$ cat src/rtl/pulse_meas_pkg.sv
// Shared definitions for the pulse-width measurement path.
// Holds the default measured width, FSM state encoding and result sizing.
// No logic; imported by the interface, FIFO and top.
package pulse_meas_pkg;

  // Default width of a measured value; counter saturates at 2^W-1.
  localparam int PW_DEFAULT = 6;

  // Measurement FSM: waiting for a high run, or inside one.
  typedef enum logic {
    IDLE = 1'b0,
    HIGH = 1'b1
  } state_t;

  // A queued result is {width, ovf}.
  function automatic int res_w(input int w);
    return w + 1;
  endfunction

endpackage

$ cat src/rtl/pulse_meas_if.sv
// Result stream of the pulse meter: valid/ready with width and overflow flag.
// The producer holds width/ovf stable while valid is high and ready is low.
// master = meter side, slave = consumer side.
interface pulse_meas_if
  import pulse_meas_pkg::*;
#(
  parameter int WIDTH = PW_DEFAULT
);
  logic             out_valid;
  logic             out_ready;
  logic [WIDTH-1:0] out_width;
  logic             out_ovf;

  modport master (output out_valid, output out_width, output out_ovf, input out_ready);
  modport slave  (input out_valid, input out_width, input out_ovf, output out_ready);
endinterface

$ cat src/rtl/pulse_meas_fifo.sv
// Generic first-word-fall-through synchronous FIFO, 2^AW entries of DW bits.
// Latency: a push at edge t is visible at head (empty=0) right after edge t.
// Backpressure: a push while full is accepted only if a pop happens the same cycle.
module pulse_meas_fifo #(
  parameter int DW = 8,
  parameter int AW = 2
) (
  input  logic          clk,
  input  logic          rst,
  input  logic          push,
  input  logic [DW-1:0] push_dat,
  input  logic          pop,
  output logic [DW-1:0] head,
  output logic          full,
  output logic          empty
);
  logic [DW-1:0] mem [2**AW];
  logic [AW:0]   wr_ptr;
  logic [AW:0]   rd_ptr;
  logic          wr_en;
  logic          rd_en;

  // A pop frees the head slot in the same edge, so a full FIFO can still take a push.
  assign rd_en = pop & ~empty;
  assign wr_en = push & (~full | rd_en);

  assign empty = (wr_ptr == rd_ptr);
  assign full  = (wr_ptr[AW] != rd_ptr[AW]) && (wr_ptr[AW-1:0] == rd_ptr[AW-1:0]);
  assign head  = mem[rd_ptr[AW-1:0]];

  // Storage write; contents need no reset since empty masks them.
  always_ff @(posedge clk) begin
    if (wr_en) mem[wr_ptr[AW-1:0]] <= push_dat;
  end

  // Read/write pointers with an extra wrap bit to tell full from empty.
  always_ff @(posedge clk) begin
    if (rst) begin
      wr_ptr <= '0;
      rd_ptr <= '0;
    end else begin
      if (wr_en) wr_ptr <= wr_ptr + 1'b1;
      if (rd_en) rd_ptr <= rd_ptr + 1'b1;
    end
  end

endmodule

$ cat src/rtl/pulse_meas.sv
// Measures the high width of each strobe run, filters glitches, queues {width, ovf}.
// Latency: result visible at the head one cycle after the run's first low sample.
// Backpressure: results arriving at a full FIFO without a same-cycle pop are dropped and counted.
module pulse_meas
  import pulse_meas_pkg::*;
#(
  parameter int WIDTH      = PW_DEFAULT,
  parameter int MIN_WIDTH  = 1,
  parameter int DEPTH_LOG2 = 2
) (
  input  logic         clk,
  input  logic         rst,
  input  logic         pulse_in,
  input  logic         clear_stats,
  pulse_meas_if.master res,
  output logic         busy,
  output logic [7:0]   drop_cnt,
  output logic [7:0]   glitch_cnt,
  output logic         drop_sticky
);
  localparam int               RW      = res_w(WIDTH);
  localparam logic [WIDTH-1:0] CNT_MAX = '1;
  localparam logic [WIDTH:0]   MIN_W   = (WIDTH+1)'(MIN_WIDTH);

  state_t           state, state_nxt;
  logic [WIDTH-1:0] cnt, cnt_nxt;
  logic             ovf, ovf_nxt;
  logic             run_end;
  logic             long_enough;
  logic             push_req, glitch, drop, push, pop;
  logic             fifo_full, fifo_empty;
  logic [RW-1:0]    head;

  // FSM, width counter and overflow flag registers.
  always_ff @(posedge clk) begin
    if (rst) begin
      state <= IDLE;
      cnt   <= '0;
      ovf   <= 1'b0;
    end else begin
      state <= state_nxt;
      cnt   <= cnt_nxt;
      ovf   <= ovf_nxt;
    end
  end

  // Next-state: start a run on a high sample, count while high, end on first low sample.
  always_comb begin
    state_nxt = state;
    cnt_nxt   = cnt;
    ovf_nxt   = ovf;
    run_end   = 1'b0;
    case (state)
      IDLE: begin
        if (pulse_in) begin
          state_nxt = HIGH;
          cnt_nxt   = {{(WIDTH-1){1'b0}}, 1'b1};
          ovf_nxt   = 1'b0;
        end
      end
      HIGH: begin
        if (pulse_in) begin
          if (cnt == CNT_MAX) ovf_nxt = 1'b1;
          else                cnt_nxt = cnt + 1'b1;
        end else begin
          run_end   = 1'b1;
          state_nxt = IDLE;
        end
      end
      default: state_nxt = IDLE;
    endcase
  end

  assign busy        = (state == HIGH);
  assign long_enough = ({1'b0, cnt} >= MIN_W);
  assign push_req    = run_end & long_enough;
  assign glitch      = run_end & ~long_enough;
  assign pop         = res.out_valid & res.out_ready;
  assign drop        = push_req & fifo_full & ~pop;
  assign push        = push_req & ~drop;

  pulse_meas_fifo #(
    .DW (RW),
    .AW (DEPTH_LOG2)
  ) u_fifo (
    .clk      (clk),
    .rst      (rst),
    .push     (push),
    .push_dat ({cnt, ovf}),
    .pop      (pop),
    .head     (head),
    .full     (fifo_full),
    .empty    (fifo_empty)
  );

  // Head fields are masked while empty so an idle output reads zero.
  assign res.out_valid = ~fifo_empty;
  assign res.out_width = fifo_empty ? '0 : head[RW-1:1];
  assign res.out_ovf   = fifo_empty ? 1'b0 : head[0];

  // Saturating statistics; clear_stats wins over a same-cycle increment.
  always_ff @(posedge clk) begin
    if (rst || clear_stats) begin
      drop_cnt    <= '0;
      glitch_cnt  <= '0;
      drop_sticky <= 1'b0;
    end else begin
      if (drop && drop_cnt != 8'hFF)     drop_cnt   <= drop_cnt + 1'b1;
      if (glitch && glitch_cnt != 8'hFF) glitch_cnt <= glitch_cnt + 1'b1;
      if (drop)                          drop_sticky <= 1'b1;
    end
  end

endmodule
$ cat src/flat_wrapper.sv
// flat-port wrapper written by rule: the top's interface ports become plain ports
module pulse_meas_flat import pulse_meas_pkg::*;
#(
  parameter int WIDTH      = PW_DEFAULT,
  parameter int MIN_WIDTH  = 1,
  parameter int DEPTH_LOG2 = 2
)
  (clk, rst, pulse_in, clear_stats, busy, drop_cnt, glitch_cnt, drop_sticky, res_out_valid, res_out_width, res_out_ovf, res_out_ready);
  pulse_meas_if #(.WIDTH(WIDTH)) res_i ();
  input  logic clk;
  input  logic rst;
  input  logic pulse_in;
  input  logic clear_stats;
  output logic busy;
  output logic [7:0] drop_cnt;
  output logic [7:0] glitch_cnt;
  output logic drop_sticky;
  output wire logic [$bits(res_i.out_valid)-1:0] res_out_valid;
  output wire logic [$bits(res_i.out_width)-1:0] res_out_width;
  output wire logic [$bits(res_i.out_ovf)-1:0] res_out_ovf;
  input wire logic [$bits(res_i.out_ready)-1:0] res_out_ready;
  assign res_out_valid = res_i.out_valid;
  assign res_out_width = res_i.out_width;
  assign res_out_ovf = res_i.out_ovf;
  assign res_i.out_ready = res_out_ready;
  pulse_meas #(.WIDTH(WIDTH), .MIN_WIDTH(MIN_WIDTH), .DEPTH_LOG2(DEPTH_LOG2)) u_core (.clk(clk), .rst(rst), .pulse_in(pulse_in), .clear_stats(clear_stats), .res(res_i), .busy(busy), .drop_cnt(drop_cnt), .glitch_cnt(glitch_cnt), .drop_sticky(drop_sticky));
endmodule
$ cat config.mk
export PLATFORM = sky130hd
export DESIGN_NAME = pulse_meas_flat
export DESIGN_NICKNAME = d
export VERILOG_FILES = /design/src/rtl/pulse_meas_pkg.sv /design/src/rtl/pulse_meas_if.sv /design/src/rtl/pulse_meas_fifo.sv /design/src/rtl/pulse_meas.sv /design/src/flat_wrapper.sv
export SDC_FILE = /design/constraint.sdc
export NUM_CORES = 1
export LEC_CHECK = 0
export CAP_MARGIN = 10
export CORE_MARGIN = 2
export CORE_UTILIZATION = 55
export CTS_CLUSTER_DIAMETER = 200
export DETAILED_ROUTE_END_ITERATION = 16
export PLACE_DENSITY = 0.78
export SYNTH_ARGS = -nofsm -noshare
export SYNTH_HDL_FRONTEND = slang
export SYNTH_SLANG_ARGS = --single-unit
$ cat constraint.sdc
create_clock -name clk -period 2.55 [get_ports clk]
set_input_delay 0.51 -clock clk [delete_from_list [all_inputs] [get_ports clk]]
set_output_delay 0.51 -clock clk [all_outputs]
set_load 0.01 [all_outputs]
; ---- After elaboration in Yosys (flattened, before gate mapping)
; Memories as Yosys holds them, arrays and structs flattened. A register that Yosys moved wholly into a read port is not among the register bits.
; Cells that the tools add are included.
[classes]
bitwise = 15
eq_ne = 10
order_cmp = 1
reduce_logical = 6
add_sub_neg = 5
muxes = 17
[op_table]
columns = operator, count
row1 = 2-to-1 mux 6 bit, 4
row2 = "adder 8 x 1 -> 8 bit, second input constant", 2
row3 = "!= test 8 bit, second input constant", 2
row4 = one-hot mux 6 bit (2 select lines), 1
row5 = 2-to-1 mux 1 bit, 9
row6 = bitwise AND 1 bit, 8
row7 = "!= test 2 bit, second input constant", 4
row8 = "adder 3 x 1 -> 3 bit, second input constant", 2
row9 = "adder 6 x 1 -> 6 bit, second input constant", 1
row10 = "equality test 6 bit, second input constant", 1
row11 = ">= comparator 6 x 1 -> 1 bit, second input constant", 1
row12 = inverter 1 bit, 6
row13 = AND reduction 3 bit, 2
row14 = 2-to-1 mux 2 bit, 2
row15 = equality test 3 bit, 1
row16 = logical AND 1 bit, 3
row17 = equality test 2 bit, 1
row18 = one-hot mux 1 bit (2 select lines), 1
row19 = logical OR 1 bit, 1
row20 = != test 1 bit, 1
row21 = bitwise OR 1 bit, 1
[word_totals]
mem_bits_rw = 28
word_cells = 63
output_inout_bits = 26
mem_count = 1
ff_bits = 31
in_bits = 5
[memory_table]
columns = memory, depth, word_bits, read_ports, rd_ports_with_merged_regs, wr, line_no
row1 = u_core.u_fifo.mem, 4, 7, 1, 1, 1, pulse_meas_fifo.sv:17  ; logic [DW-1:0] mem [2**AW];

; ---- Depth between registers and ports, before layout
[logic_depth]
ltp_word = 10
ltp_mapped = 7
mapped_depth_nobuf = 6

; ---- Modules after synthesis
; A second synthesis with hierarchy kept.
[unflattened]
hier_cells = 262
area_unflattened_um2 = 2975.4
[by_module_without_submodules]
columns = module, cells_per_inst, n_inst, area_per_inst_um2, seq_area_each_um2
row1 = pulse_meas_fifo, 92, 1, 1556.5, 1001.0
row2 = pulse_meas, 170, 1, 1418.9, 500.5

; ---- Worst setup path before layout
; Ideal clock, no wire load.
[synth_timing]
path_kind = flip-flop to flip-flop
from = register u_core.cnt[0]
to = register u_core.u_fifo.wr_ptr[2]
period_less_slack_ns = 2.072
path_slack_ns = 0.478
arrival_ns = 1.952
n_path_buf = 0
stages_incl_launch_ff = 7
t_required_ns = 2.429
setup_time_ns = 0.121
cell_sequence = dfxtp_1 inv_1 ha_1 nor2b_1 a21oi_1 and3_1 mux2_2
[synth_between]
elab_chain_len = 7
[synth_rtl]
columns = element, line_no
row1 = from (decl), pulse_meas.sv:26  ; logic [WIDTH-1:0] cnt, cnt_nxt;
row2 = from (signal assigned), pulse_meas.sv:42  ; cnt <= cnt_nxt;
row3 = >= comparator 6 x 1 -> 1 bit *, pulse_meas.sv:75  ; assign long_enough = ({1'b0, cnt} >= MIN_W);
row4 = bitwise AND 1 bit *, pulse_meas.sv:76  ; assign push_req = run_end & long_enough;
row5 = bitwise AND 1 bit (2 in a row), pulse_meas.sv:79  ; assign drop = push_req & fifo_full & ~pop;
row6 = inverter 1 bit, pulse_meas.sv:80  ; assign push = push_req & ~drop;
row7 = bitwise AND 1 bit *, pulse_meas.sv:80
row8 = bitwise AND 1 bit *, pulse_meas_fifo.sv:25  ; assign wr_en = push & (~full | rd_en);
row9 = to (signal assigned), pulse_meas_fifo.sv:42  ; if (wr_en) wr_ptr <= wr_ptr + 1'b1;
row10 = to (decl), pulse_meas_fifo.sv:18  ; logic [AW:0] wr_ptr;
; Mark *: on every way between the ends. The rest lies on a longest branch, timed or not.
; A chain may end at the register's enable or synchronous reset.

==> results.rst <==
.. list-table::
   :header-rows: 1

   * - Metric
     - Value
   * - Wirelength per Cell
     - 15.3 um
   * - Total number of H-tree levels
     - 3
   * - # rows
     - 26
   * - Share of the yosys chip area belonging to registers
     - 0.530
   * - Total global routing track utilization
     - 0.214
   * - GR Overflow Total
     - 0
   * - N_diodes
     - 0
   * - Layout cells sized above 1
     - 0.127
   * - Setup TNS
     - 0 ns
   * - Final-layout fill cell count
     - about 350
   * - Element type at the critical path start
     - register
   * - Leakage power figure
     - between 1 and 1.5 nW
   * - Detailed Route Iter0 Violations
     - between 100 and 150
   * - Vias per inst
     - 5.91
   * - Total number of nets in the final design
     - just over 300
   * - Final number of max-transition violations
     - 0
   * - Total of hold buffers inserted after clock tree synthesis
     - 0
   * - Max Root-Sink Buffers
     - 2
   * - Clock insertion delay at the later pin of the skew report
     - 0.34 ns
   * - Worst max-slew margin expressed relative to the limit
     - 0.579
   * - Global-route wire length before repair
     - about 9.0 mm
   * - Overall die width
     - 75.8 um
   * - Number of global-route vias before repair
     - around 1900
   * - Critical-path maximum fanout
     - 7
   * - Arrival time at the worst endpoint
     - just under 2 ns
   * - Number of nets produced by synthesis
     - 264
   * - Final Hold Vio Count
     - 0
   * - Type of the worst setup path
     - register to primary output
   * - IR Drop Worst-Case VDD
     - approximately 0.00037 V
   * - Setup repair after global routing missed its margin
     - no
   * - Actual slew at the worst max-slew pin
     - 0.616 ns
   * - Placed Area
     - 3250 um2
   * - Number of synthesized flops with an enable pin
     - 28
   * - Die H
     - 75.8 um
   * - Number of antenna violations at the first check in global routing
     - 0
   * - Async S/R FF share, synth
     - 0
   * - Area of the die
     - around 5700 um2
   * - Final critical-path share of the clock period
     - 0.960
   * - Max Clock Freq
     - 408 MHz
   * - Syn Std Cell Area
     - 2840 um2
   * - CTS tree
     - yes
   * - Number of ports placed on the die boundary
     - 31
   * - Sinks on the clock net
     - 61
   * - Cell count after synthesis
     - ~250
   * - Result of the run
     - finished clean
   * - Util after Layout
     - 0.691
   * - Crit. End Element
     - primary output
   * - Number of synthesized register bits
     - just over 60
   * - Path class of the lowest-slack min-delay path
     - register to register
   * - Yosys cell types
     - 43
   * - Average size of a mapped cell
     - 11.4 um2
   * - Number of remaining DRC errors
     - 0
   * - Final min period
     - approximately 2.4 ns
   * - Worst EP required
     - 2.04 ns
   * - Total length of routed wires
     - roughly 5.6 mm
   * - Footprint of the multi-input gates
     - 1270 um2
   * - FF+latch area
     - between 1500 and 2000 um2
   * - Routed Antenna Nets
     - 0
   * - Starting density of the core
     - 0.562
   * - Final hold slack
     - just over 0.5 ns
   * - Count of yosys warnings during synthesis
     - 0
   * - Final worst clock skew
     - 0.0109 ns
   * - Worst-path clk slew
     - approximately 0.07 ns
   * - Weighted congestion reported at the end of routability-driven placement
     - between 0.7 and 0.8
   * - Area grow syn2layout
     - 22.9%
   * - Root Buffer
     - sky130_fd_sc_hd__clkbuf_8
   * - Largest net degree at the start of global routing
     - 21
   * - Power density cells
     - about 600 nW/um2
   * - Post-route cell area
     - 3480 um2
   * - Setup violations, final
     - 0
   * - Most used flip-flop cell after synthesis
     - sky130_fd_sc_hd__dfxtp_1
   * - Detailed-routing iteration count for the pre-antenna-repair pass
     - 4
   * - Vias
     - approximately 2100
   * - Placeable core region
     - around 5000 um2
   * - TritonCTS buffer count
     - 9
   * - Max-cap check violation count
     - 0
   * - Sum of net half-perimeters after detailed placement
     - around 3.8 mm
   * - Number of input and output port buffers inserted
     - 30
==> stage by stage <==
step                      setup slack, ns  std cells  total power [mW]
after floorplan                     0.478        249              1.14
after detailed placement            0.118        346              1.20
after CTS                          0.0262        362              2.12
final                               0.101        362              2.10
after global routing               0.0133        362              2.17
after global placement              0.120        346              1.20
==> worst paths after layout <==
| path | start | end | slack (ns) | depth (start not counted) |
|---|---|---|---|---|
| setup / recovery | register | res_out_width[3] | 0.10 | 4 |
| hold / removal | u_core.glitch_cnt[5] | u_core.glitch_cnt[5] | 0.51 | 2 |
| setup reg to reg | u_core.cnt[0] | u_core.u_fifo.wr_ptr[2] | 0.37 | 6 |
| hold reg to reg | u_core.glitch_cnt[5] | u_core.glitch_cnt[5] | 0.51 | 2 |
==> worst max-delay path: stages, from the launching register on <==
cell and delay (ns):
sky130_fd_sc_hd__dfxtp_1 0.32, sky130_fd_sc_hd__buf_6 0.15, sky130_fd_sc_hd__mux4_2 0.51, sky130_fd_sc_hd__nor2b_1 0.14, sky130_fd_sc_hd__clkdlybuf4s50_1 0.48
==> cells in the final DEF (no fill, tap or decap), types with 2 or more instances in the layout <==
| master | instances |
|---|---|
| sky130_fd_sc_hd__o41ai_1 | 5 |
| sky130_fd_sc_hd__and4_1 | 4 |
| sky130_fd_sc_hd__buf_4 | 9 |
| sky130_fd_sc_hd__ha_1 | 10 |
| sky130_fd_sc_hd__nor2b_1 | 11 |
| sky130_fd_sc_hd__clkdlybuf4s50_1 | 27 |
| sky130_fd_sc_hd__clkinv_2 | 2 |
| sky130_fd_sc_hd__inv_1 | 7 |
| sky130_fd_sc_hd__dfxtp_1 | 33 |
| sky130_fd_sc_hd__dlymetal6s2s_1 | 3 |
| sky130_fd_sc_hd__nand2_1 | 11 |
| sky130_fd_sc_hd__o21ai_0 | 8 |
| sky130_fd_sc_hd__bufinv_16 | 2 |
| sky130_fd_sc_hd__clkbuf_8 | 9 |
| sky130_fd_sc_hd__o311ai_0 | 3 |
| sky130_fd_sc_hd__nor4b_1 | 2 |
| sky130_fd_sc_hd__or3_1 | 5 |
| sky130_fd_sc_hd__or4_1 | 4 |
| sky130_fd_sc_hd__mux4_2 | 7 |
| sky130_fd_sc_hd__o21a_1 | 2 |
| sky130_fd_sc_hd__nand4_1 | 5 |
| sky130_fd_sc_hd__nand3_1 | 13 |
| sky130_fd_sc_hd__nor2_1 | 10 |
| sky130_fd_sc_hd__xor2_1 | 5 |
| sky130_fd_sc_hd__a211oi_1 | 8 |
| sky130_fd_sc_hd__a21oi_1 | 18 |
| sky130_fd_sc_hd__nand4b_1 | 2 |
| sky130_fd_sc_hd__o31ai_1 | 6 |
| sky130_fd_sc_hd__mux2i_1 | 4 |
| sky130_fd_sc_hd__edfxtp_1 | 28 |
| sky130_fd_sc_hd__and3_1 | 8 |
| sky130_fd_sc_hd__a41oi_1 | 2 |
| sky130_fd_sc_hd__nor4_1 | 2 |
==> where the power goes <==
part / switching [mW] / internal (mW) / leakage [nW] / total [mW]
registers: 0.0112 / 1.03 / 0.534 / 1.04
logic: 0.0694 / 0.0730 / 0.601 / 0.142
clock network: 0.371 / 0.544 / 0.107 / 0.915
total: 0.452 / 1.64 / 1.24 / 2.10
==> flip-flops by register name (all words and copies together) (netlist names), named ones only <==
register / flops
u_core.u_fifo.mem: 28
u_core.drop_cnt: 8
u_core.glitch_cnt: 8
u_core.cnt: 6
u_core.u_fifo.rd_ptr: 3
u_core.u_fifo.wr_ptr: 3
u_core.busy: 1
u_core.drop_sticky: 1
u_core.ovf: 1
==> Yosys cell counts, drive strengths merged, types with 5 or more instances <==
library cell,instances,area share
a211oi,8,0.021
a21oi,18,0.032
and3,8,0.018
clkbuf,10,0.013
dfxtp,33,0.23
edfxtp,28,0.30
ha,10,0.044
inv,7,0.0093
mux4,7,0.056
nand2,11,0.015
nand3,13,0.023
nand4,5,0.011
nor2,10,0.013
nor2b,11,0.024
o21ai,8,0.014
o31ai,6,0.016
o41ai,5,0.015
or3,5,0.011
or4,5,0.015
xor2,5,0.015
==> cell families after synthesis <==
logic type | after synthesis | share of synthesized area
simple gates | 84 | 0.177
flops | 61 | 0.530
compound gates | 56 | 0.130
buf+inv | 20 | 0.0274
mux | 12 | 0.0737
fa+ha+maj | 10 | 0.0441
xor+xnor | 6 | 0.0185
==> per-layer routing <==
| layer | up-vias | part of all wire | global-route usage |
|---|---|---|---|
| li1 | 1046 | - | - |
| met1 | 1029 | 0.45 | 0.276 |
| met2 | 59 | 0.48 | 0.336 |
| met3 | 6 | 0.051 | 0.0807 |
| met4 | 0 | 0.011 | 0.0663 |
| met5 | - | 0 | 0 |
==> area by class of cell <==
| cell class | count | area share |
|---|---|---|
| Timing Repair Buffer | 40 | 0.111 |
| Inverter | 7 | 0.00754 |
| Tap cell | 70 | 0.0251 |
| Clock buffer | 9 | 0.0356 |
| Clock inverter | 7 | 0.0259 |
| Sequential cell | 61 | 0.431 |
| Multi-Input combinational cell | 168 | 0.364 |
==> what timing repair did <==
| action | in CTS | in global routing |
|---|---|---|
| endpoints found under the setup margin | 8 | 7 |
| resized for setup | 1 | 5 |
| setup buffers | 0 | 0 |
(Power assumes the default switching activity.)
